`src/rtl/alu_pkg.sv`:
```
// Shared definitions for the arithmetic-unit command sequencer.
// Holds the function codes understood by the arithmetic unit, the sequencer
// state encoding and a small helper used by the command decoder.
package alu_pkg;

  localparam logic [1:0] FUNC_ADD = 2'b00;
  localparam logic [1:0] FUNC_SUB = 2'b01;
  localparam logic [1:0] FUNC_MUL = 2'b10;
  localparam logic [1:0] FUNC_DIV = 2'b11;

  typedef enum logic [1:0] {
    IDLE  = 2'b00,
    ISSUE = 2'b01,
    WAIT  = 2'b10,
    RESP  = 2'b11
  } state_t;

  // A divide with a zero divisor is answered locally and never reaches the unit.
  function automatic logic is_div_by_zero(input logic [1:0] func, input logic b_is_zero);
    return (func == FUNC_DIV) && b_is_zero;
  endfunction

endpackage

```
`src/rtl/alu_seq_timeout.sv`:
```
// Purpose : bounded wait counter; expire_o flags the last allowed WAIT cycle.
// Latency : clear/increment take effect on the next clock; expire_o is decoded from the count.
// Backpressure: none; counting pauses when en_i is low and holds once expired.
// Ports   : clk, rst (async active-low), clr_i (restart at 0), en_i (count this cycle),
//           expire_o (count has reached TIMEOUT-1).
module alu_seq_timeout #(
  parameter int TIMEOUT = 15
) (
  input  logic clk,
  input  logic rst,
  input  logic clr_i,
  input  logic en_i,
  output logic expire_o
);

  localparam int CW = (TIMEOUT > 1) ? $clog2(TIMEOUT) : 1;

  logic [CW-1:0] cnt_q, cnt_d;

  assign expire_o = (cnt_q == CW'(TIMEOUT - 1));

  always_comb begin
    cnt_d = cnt_q;
    if (clr_i) begin
      cnt_d = '0;
    end else if (en_i && !expire_o) begin
      cnt_d = cnt_q + CW'(1);
    end
  end

  always_ff @(posedge clk or negedge rst) begin
    if (!rst) begin
      cnt_q <= '0;
    end else begin
      cnt_q <= cnt_d;
    end
  end

endmodule

```
`src/rtl/alu_cmd_sequencer.sv`:
```
// Purpose : issues one command at a time to the arithmetic unit and returns its result.
// Latency : accept N, Arith_Enable N+1, flag expected N+2, rsp_valid N+3 (div-by-zero: rsp_valid N+1).
// Backpressure: cmd_ready only in IDLE; response held stable in RESP until rsp_ready.
// Ports   : cmd_* command slave port; A/B/Arith_ALU_FUNC/Arith_Enable drive the unit;
//           Arith_OUT/Carry_OUT/Arith_Flag return from it; rsp_* response master port;
//           op_count counts successful operations (wraps).
module alu_cmd_sequencer
  import alu_pkg::*;
#(
  parameter int A_WIDTH   = 16,
  parameter int B_WIDTH   = 16,
  parameter int TIMEOUT   = 15,
  parameter int CNT_WIDTH = 8
) (
  input  logic                       clk,
  input  logic                       rst,
  input  logic                       cmd_valid,
  output logic                       cmd_ready,
  input  logic [A_WIDTH-1:0]         cmd_a,
  input  logic [B_WIDTH-1:0]         cmd_b,
  input  logic [1:0]                 cmd_func,
  output logic [A_WIDTH-1:0]         A,
  output logic [B_WIDTH-1:0]         B,
  output logic [1:0]                 Arith_ALU_FUNC,
  output logic                       Arith_Enable,
  input  logic [A_WIDTH+B_WIDTH-1:0] Arith_OUT,
  input  logic                       Carry_OUT,
  input  logic                       Arith_Flag,
  output logic                       rsp_valid,
  input  logic                       rsp_ready,
  output logic [A_WIDTH+B_WIDTH-1:0] rsp_result,
  output logic                       rsp_carry,
  output logic                       rsp_err,
  output logic [CNT_WIDTH-1:0]       op_count
);

  localparam int RW = A_WIDTH + B_WIDTH;

  state_t               state_q;
  logic [A_WIDTH-1:0]   a_q;
  logic [B_WIDTH-1:0]   b_q;
  logic [1:0]           func_q;
  logic                 enable_q;
  logic                 rsp_valid_q;
  logic [RW-1:0]        rsp_result_q;
  logic                 rsp_carry_q;
  logic                 rsp_err_q;
  logic [CNT_WIDTH-1:0] op_count_q;

  logic to_clr;
  logic to_en;
  logic to_expire;

  // The wait budget restarts while the operation is being issued and only
  // advances on WAIT cycles that did not see the flag.
  assign to_clr = (state_q == ISSUE);
  assign to_en  = (state_q == WAIT) && !Arith_Flag;

  alu_seq_timeout #(
    .TIMEOUT (TIMEOUT)
  ) u_timeout (
    .clk      (clk),
    .rst      (rst),
    .clr_i    (to_clr),
    .en_i     (to_en),
    .expire_o (to_expire)
  );

  always_ff @(posedge clk or negedge rst) begin
    if (!rst) begin
      state_q      <= IDLE;
      a_q          <= '0;
      b_q          <= '0;
      func_q       <= FUNC_ADD;
      enable_q     <= 1'b0;
      rsp_valid_q  <= 1'b0;
      rsp_result_q <= '0;
      rsp_carry_q  <= 1'b0;
      rsp_err_q    <= 1'b0;
      op_count_q   <= '0;
    end else begin
      case (state_q)
        IDLE: begin
          if (cmd_valid) begin
            a_q    <= cmd_a;
            b_q    <= cmd_b;
            func_q <= cmd_func;
            if (is_div_by_zero(cmd_func, cmd_b == '0)) begin
              rsp_valid_q  <= 1'b1;
              rsp_err_q    <= 1'b1;
              rsp_result_q <= '0;
              rsp_carry_q  <= 1'b0;
              state_q      <= RESP;
            end else begin
              // Registered strobe: high for the single cycle spent in ISSUE.
              enable_q <= 1'b1;
              state_q  <= ISSUE;
            end
          end
        end

        ISSUE: begin
          enable_q <= 1'b0;
          state_q  <= WAIT;
        end

        WAIT: begin
          // Flag is checked first so a flag on the expiry cycle still succeeds.
          if (Arith_Flag) begin
            rsp_valid_q  <= 1'b1;
            rsp_result_q <= Arith_OUT;
            rsp_carry_q  <= (func_q == FUNC_ADD) ? Carry_OUT : 1'b0;
            rsp_err_q    <= 1'b0;
            op_count_q   <= op_count_q + CNT_WIDTH'(1);
            state_q      <= RESP;
          end else if (to_expire) begin
            rsp_valid_q  <= 1'b1;
            rsp_result_q <= '0;
            rsp_carry_q  <= 1'b0;
            rsp_err_q    <= 1'b1;
            state_q      <= RESP;
          end
        end

        RESP: begin
          if (rsp_ready) begin
            rsp_valid_q <= 1'b0;
            state_q     <= IDLE;
          end
        end

        default: begin
          state_q <= IDLE;
        end
      endcase
    end
  end

  assign cmd_ready      = (state_q == IDLE);
  assign A              = a_q;
  assign B              = b_q;
  assign Arith_ALU_FUNC = func_q;
  assign Arith_Enable   = enable_q;
  assign rsp_valid      = rsp_valid_q;
  assign rsp_result     = rsp_result_q;
  assign rsp_carry      = rsp_carry_q;
  assign rsp_err        = rsp_err_q;
  assign op_count       = op_count_q;

endmodule

```
`config.mk`:
```
export PLATFORM = sky130hd
export DESIGN_NAME = alu_cmd_sequencer
export DESIGN_NICKNAME = d
export VERILOG_FILES = /design/src/rtl/alu_pkg.sv /design/src/rtl/alu_seq_timeout.sv /design/src/rtl/alu_cmd_sequencer.sv
export SDC_FILE = /design/constraint.sdc
export NUM_CORES = 1
export LEC_CHECK = 0
export ABC_AREA = 0
export BUFFER_PORTS_ARGS = -buffer_cell sky130_fd_sc_hd__buf_4
export CAP_MARGIN = 20
export CORE_ASPECT_RATIO = 1.25
export CORE_UTILIZATION = 35
export CTS_CLUSTER_DIAMETER = 40
export DETAILED_ROUTE_END_ITERATION = 8
export PLACE_DENSITY = 0.59
export SLEW_MARGIN = 25
export SYNTH_ARGS = -nofsm -noshare
export SYNTH_HDL_FRONTEND = slang
export SYNTH_SLANG_ARGS = --single-unit
```
`constraint.sdc`:
```
create_clock -name clk -period 5.4 [get_ports clk]
set_input_delay 0 -clock clk [delete_from_list [all_inputs] [get_ports clk]]
set_output_delay 0 -clock clk [all_outputs]
set_load 0.02 [all_outputs]
```
; ---- Yosys cells after proc, flatten, opt, wreduce, memory -nomap -nowiden
; Cells that the tools add are included.
[word_totals]
register_bits = 84
latchBits = 0
ram_bits = 0
mem_bits_ro = 0
input_bits = 72
output_inout_bits = 79
elab_cells = 71
memories = 0
[classes]
addsub = 2
n_mul = 0
div = 0
magnitude_cmp = 0
eq_ne = 10
shift = 0
mux = 30
bitwise_logic = 0
n_reduce_logical = 18
[ops]
columns = operator, n
row1 = $mux 32, 4
row2 = $pmux 32 s2, 1
row3 = $logic_not 16->1, 1
row4 = $mux 1, 13
row5 = $mux 2, 5
row6 = $add 8x1->8 const B, 1
row7 = $mux 4, 2
row8 = $pmux 2 s4, 1
row9 = $eq 2x2->1 const B, 3
row10 = $ne 2x2->1 const B, 3
row11 = $pmux 1 s2, 3
row12 = $reduce_and 3->1, 2
row13 = $reduce_bool 2->1, 3
row14 = $reduce_and 5->1, 1
row15 = $add 4x1->4 const B, 1
row16 = $eq 4x4->1 const B, 1
row17 = $logic_not 2->1, 2
row18 = $reduce_and 2->1, 2
row19 = $reduce_and 4->1, 1
row20 = $logic_and 1x1->1, 3
row21 = $ne 3x2->1 const B, 1
row22 = $pmux 1 s3, 1
row23 = $reduce_bool 3->1, 1
row24 = $eq 2x1->1 const B, 1
row25 = other kinds (2), 3

; ---- Longest topological paths before layout
[logic_depth]
depth_word = 5
depth_mapped = 10
mapped_depth_nobuf = 6

; ---- Modules after synthesis
; A second synthesis with hierarchy kept.
[unflattened]
hier_cells = 276
hier_area_um2 = 3683.5
[by_module_without_submodules]
columns = module, instances, cells_each, area_per_inst_um2, seq_area_each_um2
row1 = alu_cmd_sequencer, 1, 252, 3462.1, 2001.9
row2 = alu_seq_timeout, 1, 24, 221.5, 100.1

; ---- Worst setup path after synthesis
; OpenSTA, ideal clock, no wires.
[synth_path]
kind = flip-flop to flip-flop
from = register state_q[0]
to = register rsp_result_q[22], in the netlist rsp_result[22]
setup_ns = 0.121
arrival_time_ns = 2.118
path_slack_ns = 3.161
stages_incl_launch_ff = 11
period_less_slack_ns = 2.239
cell_sequence = dfrtp_1 -> inv_1 -> ha_1 -> buf_4 -> and2_4 -> buf_6 -> nand4_4 -> a221o_1 -> buf_6 -> buf_6 -> a22o_1
[synth_via]
elab_chain_cells = 3
elab_cells_between_ends = 8
classes_between = eq/ne: 4 / mux: 1 / reduce/logical: 3
[synth_rtl]
columns = element, line
row1 = start: declaration, alu_cmd_sequencer.sv:39  ; state_t state_q;
row2 = start signal: assignment, alu_cmd_sequencer.sv:71  ; state_q <= IDLE;
row3 = start signal: assignment, alu_cmd_sequencer.sv:93  ; state_q <= RESP;
row4 = start signal: assignment, alu_cmd_sequencer.sv:97  ; state_q <= ISSUE;
row5 = $logic_not 2->1 (*), -
row6 = net cmd_ready, alu_cmd_sequencer.sv:18  ; output logic cmd_ready,
row7 = "$ne 2x1->1 (no line), or another cell as far along", -
row8 = $reduce_and 4->1 (no line), -
row9 = end signal: assignment, alu_cmd_sequencer.sv:111  ; rsp_result_q <= Arith_OUT;
row10 = end: declaration, alu_cmd_sequencer.sv:45  ; logic [RW-1:0] rsp_result_q;
; Mark *: on every way through the listed nets, which the timed path passes. The rest lies on a longest branch.
; A chain may end at the register's enable or synchronous reset.

; ---- Worst setup path after layout
[layout_path]
from = register state_q[0]
to = register rsp_carry_q, in the netlist rsp_carry
[layout_via]
elab_chain_cells = 3
elab_cells_between_ends = 8
classes_between = eq/ne: 4 / mux: 1 / reduce/logical: 3
[layout_rtl]
columns = element, line
row1 = $eq 2x2->1 or $logic_not 2->1 (tied branches), alu_cmd_sequencer.sv:82  ; case (state_q)
row2 = "$ne 3x2->1 (no line), or another cell as far along", -
row3 = $reduce_and 4->1 (no line), -
row4 = end signal: assignment, alu_cmd_sequencer.sv:112  ; rsp_carry_q <= (func_q == FUNC_ADD) ? Carry_OUT : 1'b0;
row5 = end: declaration, alu_cmd_sequencer.sv:46  ; logic rsp_carry_q;
; Parallel ways exist; a longest one is shown, timed or not.

==> run_results.csv <==
group,metric,value,unit
logic_synthesis,synth-seq-cells,84,
global_routing,grt_pass1_wl,14.31,mm
critical_path,slowest_stage,"dfrtp_1",
critical_path,end_kind,"flop",
clocking,cts_sinks,84,
cells_and_area,multi_input_area,1324,um^2
power,p_comb_frac,0.454,
routing,ant_nets,0,
clocking,cts_buffers,9,
cells_and_area,area_growth,60.37,%
placed_design,gp_congestion,0.7230,
logic_synthesis,synth_cell_types,36,
floorplanning,core.rowCount,40,
critical_path,required,5.62,ns
clocking,h-tree-depth,3,
logic_synthesis,yosys-top-cells-area,"dfrtp_1, mux2_2, a22o_1, ha_1, buf_6",
logic_synthesis,synth_top_area_cell,"dfrtp_1",
clocking,cts_tree,"yes",
critical_path,critical_path_class,"flop to flop",
critical_path,crit_arrival,2.67,ns
logic_synthesis,syn_inst,244,
timing,slew_headroom,0.4594,
timing,hold_viol_final,0,
timing,worst_pin_slew,0.8090,ns
timing,fin_crit,2.450,ns
timing,finalCritPeriodShare,0.4538,
floorplanning,die_y,114.8,um
floorplanning,core,9759,um^2
routing,dr.pass1.iters,4,
floorplanning,die_x,92.22,um
clocking,clk_pin_slew_worst_paths,0.06,ns
routing,drcViolationCount,0,
global_routing,grt_overflow,0,
timing,maxSlewViolCount,0,
critical_path,startpoint_type,"flop",
power,swShare,0.3633,
critical_path,critPathBufInv,2,
timing,rsz0062_at_grt,"no",
timing,setup_viol,0,
clocking,cts-root-buf,"clkbuf_16",
cells_and_area,fill_cells,769,
logic_synthesis,synth_ff_type,"dfrtp_1",
timing,max_freq,408.1,MHz
power,leakagePower,2.756,nW
clocking,post_cts_buffers,0,
power,p_switching,1.104,mW
logic_synthesis,async_reset_ff_frac,1.000,
cells_and_area,n_antenna_cell,0,
power,ir_worst_vdd,209.3,uV
clocking,clock_latency,0.33,ns
global_routing,grt_max_degree,85,
global_routing,track_usage,0.1762,
global_routing,antenna_found_initial,0,
routing,vias,2760,
clocking,clockBufferDepth,2,
logic_synthesis,ys_seq_area_frac,0.5903,
cells_and_area,final_nets,543,
power,p_clk_frac,0.195,
power,pwr-share-seq,0.352,
timing,timing.hold.ws,0.03271,ns
timing,fin_setup_tns,0,ns
global_routing,grt_pass1_vias,2802,
logic_synthesis,synth_edf_count,0,
floorplanning,io_pins,151,
floorplanning,die-area,10580,um^2
timing,fin_skew,0.008114,ns
critical_path,cpPeakStageDelay,0.42,ns
power,power.internal,1.934,mW
routing,viasPerCell,4.654,
critical_path,critPathTopFamily,"compound AO/OA/AOI/OAI gates",
routing,drt_iter0_drc,91,
logic_synthesis,synth_area,3561,um^2
worst_hold_path,hp-class,"primary input to flop",
job,max_cap_viol_count,0,
cells_and_area,layout-drive-gt1-share,0.4518,
routing,wire_per_inst,15.26,um
floorplanning,start_util,0.3649,
power,power_density,531.9,nW/um^2
logic_synthesis,synth_top_area_share,0.5903,
cells_and_area,ff_latch_area,2102,um^2
logic_synthesis,synth_nets,325,
routing,detail_route.wirelength,9.049,mm
critical_path,crit_chain,"inv_1, ha_1, and2_4, nand4_4, a221o_1, buf_4, a22o_1",
outcome,outcome,"completed",
placed_design,dp_hpwl,5.797,mm
logic_synthesis,ys_warn_count,0,
placed_design,port_buffers,150,
logic_synthesis,syn_avg_cell_area,14.59,um^2
critical_path,path_max_fanout,34,
==> cells in the final DEF, fill, tap and decap left out, types with 8 or more instances in the layout <==
master and count:
clkbuf_16 9, buf_4 151, dfrtp_1 84, mux2_2 36, nor2_1 8, ha_1 9, dlygate4sd3_1 67, xnor2_1 8
a22o_1 33
==> power by group through the flow <==
stage          registers, mW  logic, mW  clock network (mW)
2_1_floorplan           1.38      0.475                   0
3_3_place_gp            1.08       1.33                   0
3_5_place_dp            1.08       1.35                   0
4_1_cts                 1.07       1.39               0.610
5_1_grt                 1.10       1.47               0.638
6_report                1.07       1.38               0.592
==> tightest hold or removal path, cell delays in order <==
cell      delay, ns
buf_4          0.10
o21a_1         0.11
o221ai_1       0.10
==> cell families (layout without fill, tap and decap cells) <==
| kind of cell | Yosys count | count (layout) | synth area share |
|---|---|---|---|
| adders and majority gates | 9 | 9 | 0.03162 |
| and+or+nand+nor | 40 | 40 | 0.08539 |
| xor gates and xnor gates | 10 | 10 | 0.02460 |
| DFF | 84 | 84 | 0.5903 |
| AOI/OAI and AO/OA | 44 | 44 | 0.1107 |
| buffers and inverters | 19 | 242 | 0.03795 |
| muxes | 38 | 38 | 0.1195 |
==> flip-flops by register name, summed over array words and instances, names as in the netlist <==
name / count
rsp_result: 32
A: 16
B: 16
op_count: 8
u_timeout.cnt_q: 4
Arith_ALU_FUNC: 2
state_q: 2
Arith_Enable: 1
rsp_carry: 1
rsp_err: 1
rsp_valid: 1
==> worst paths after layout <==
kind / start / end / slack [ns] / depth (start not counted)
hold / removal: cmd_valid / Arith_Enable$_DFFE_PN0P_ / 0.03 / 3
max in group asynchronous: rst / u_timeout.cnt_q[3]$_DFFE_PN0P_ / 4.59 / 2
setup / recovery: state_q[0]$_DFFE_PN0P_ / rsp_carry$_DFFE_PN0P_ / 2.95 / 7
hold reg to reg: op_count[7]$_DFFE_PN0P_ / op_count[7]$_DFFE_PN0P_ / 0.48 / 1
setup reg to reg: state_q[0]$_DFFE_PN0P_ / rsp_carry$_DFFE_PN0P_ / 2.95 / 7
min in group asynchronous: rst / A[4]$_DFFE_PN0P_ / 0.30 / 2
==> layout make-up <==
class | count | area share
Tap cell | 126 | 0.02761
Clock inverter | 5 | 0.009202
Inverter | 7 | 0.004601
Clock buffer | 11 | 0.04075
Sequential cell | 84 | 0.3681
Multi-Input combinational cell | 141 | 0.2318
Timing Repair Buffer | 219 | 0.3179
==> metrics by stage <==
stage / std cells / power [mW] / util / cell area, um^2 / setup WS, ns
final: 593 / 3.037 / 0.5851 / 5710 / 2.950
after global routing: 593 / 3.213 / 0.5851 / 5710 / 2.796
after CTS: 593 / 3.069 / 0.5851 / 5710 / 2.951
after detailed placement: 510 / 2.424 / 0.4872 / 4755 / 2.966
after global placement: 510 / 2.405 / 0.4868 / 4751 / 3.012
after floorplan: 244 / 1.852 / - / 3561 / 3.161
==> synthesized netlist by cell type, types with 2 or more instances <==
| master | instances |
|---|---|
| mux2_2 | 36 |
| nand2_1 | 7 |
| nor2_1 | 8 |
| nor3b_1 | 2 |
| a22o_1 | 33 |
| nor4_4 | 4 |
| nand2b_1 | 2 |
| dfrtp_1 | 84 |
| clkbuf_1 | 3 |
| buf_6 | 8 |
| o21a_1 | 2 |
| ha_1 | 9 |
| o211ai_1 | 2 |
| nor2b_1 | 3 |
| inv_1 | 7 |
| xor2_1 | 2 |
| mux2i_1 | 2 |
| nand3_1 | 3 |
| nand4_1 | 3 |
| xnor2_1 | 8 |
==> routing by layer <==
layer | track usage | share of wire | up-vias
li1 | - | - | 1325
met1 | 0.2160 | 0.42 | 1323
met2 | 0.2920 | 0.50 | 88
met3 | 0.03770 | 0.043 | 24
met4 | 0.09375 | 0.032 | 0
met5 | 0 | 0 | -
==> repair_timing <==
| action | in CTS | in global routing |
|---|---|---|
| resized for setup | 0 | 0 |
| hold buffers | 67 | 0 |
| endpoints found under the hold margin | 150 | 0 |
Power figures use the tool's default switching activity.
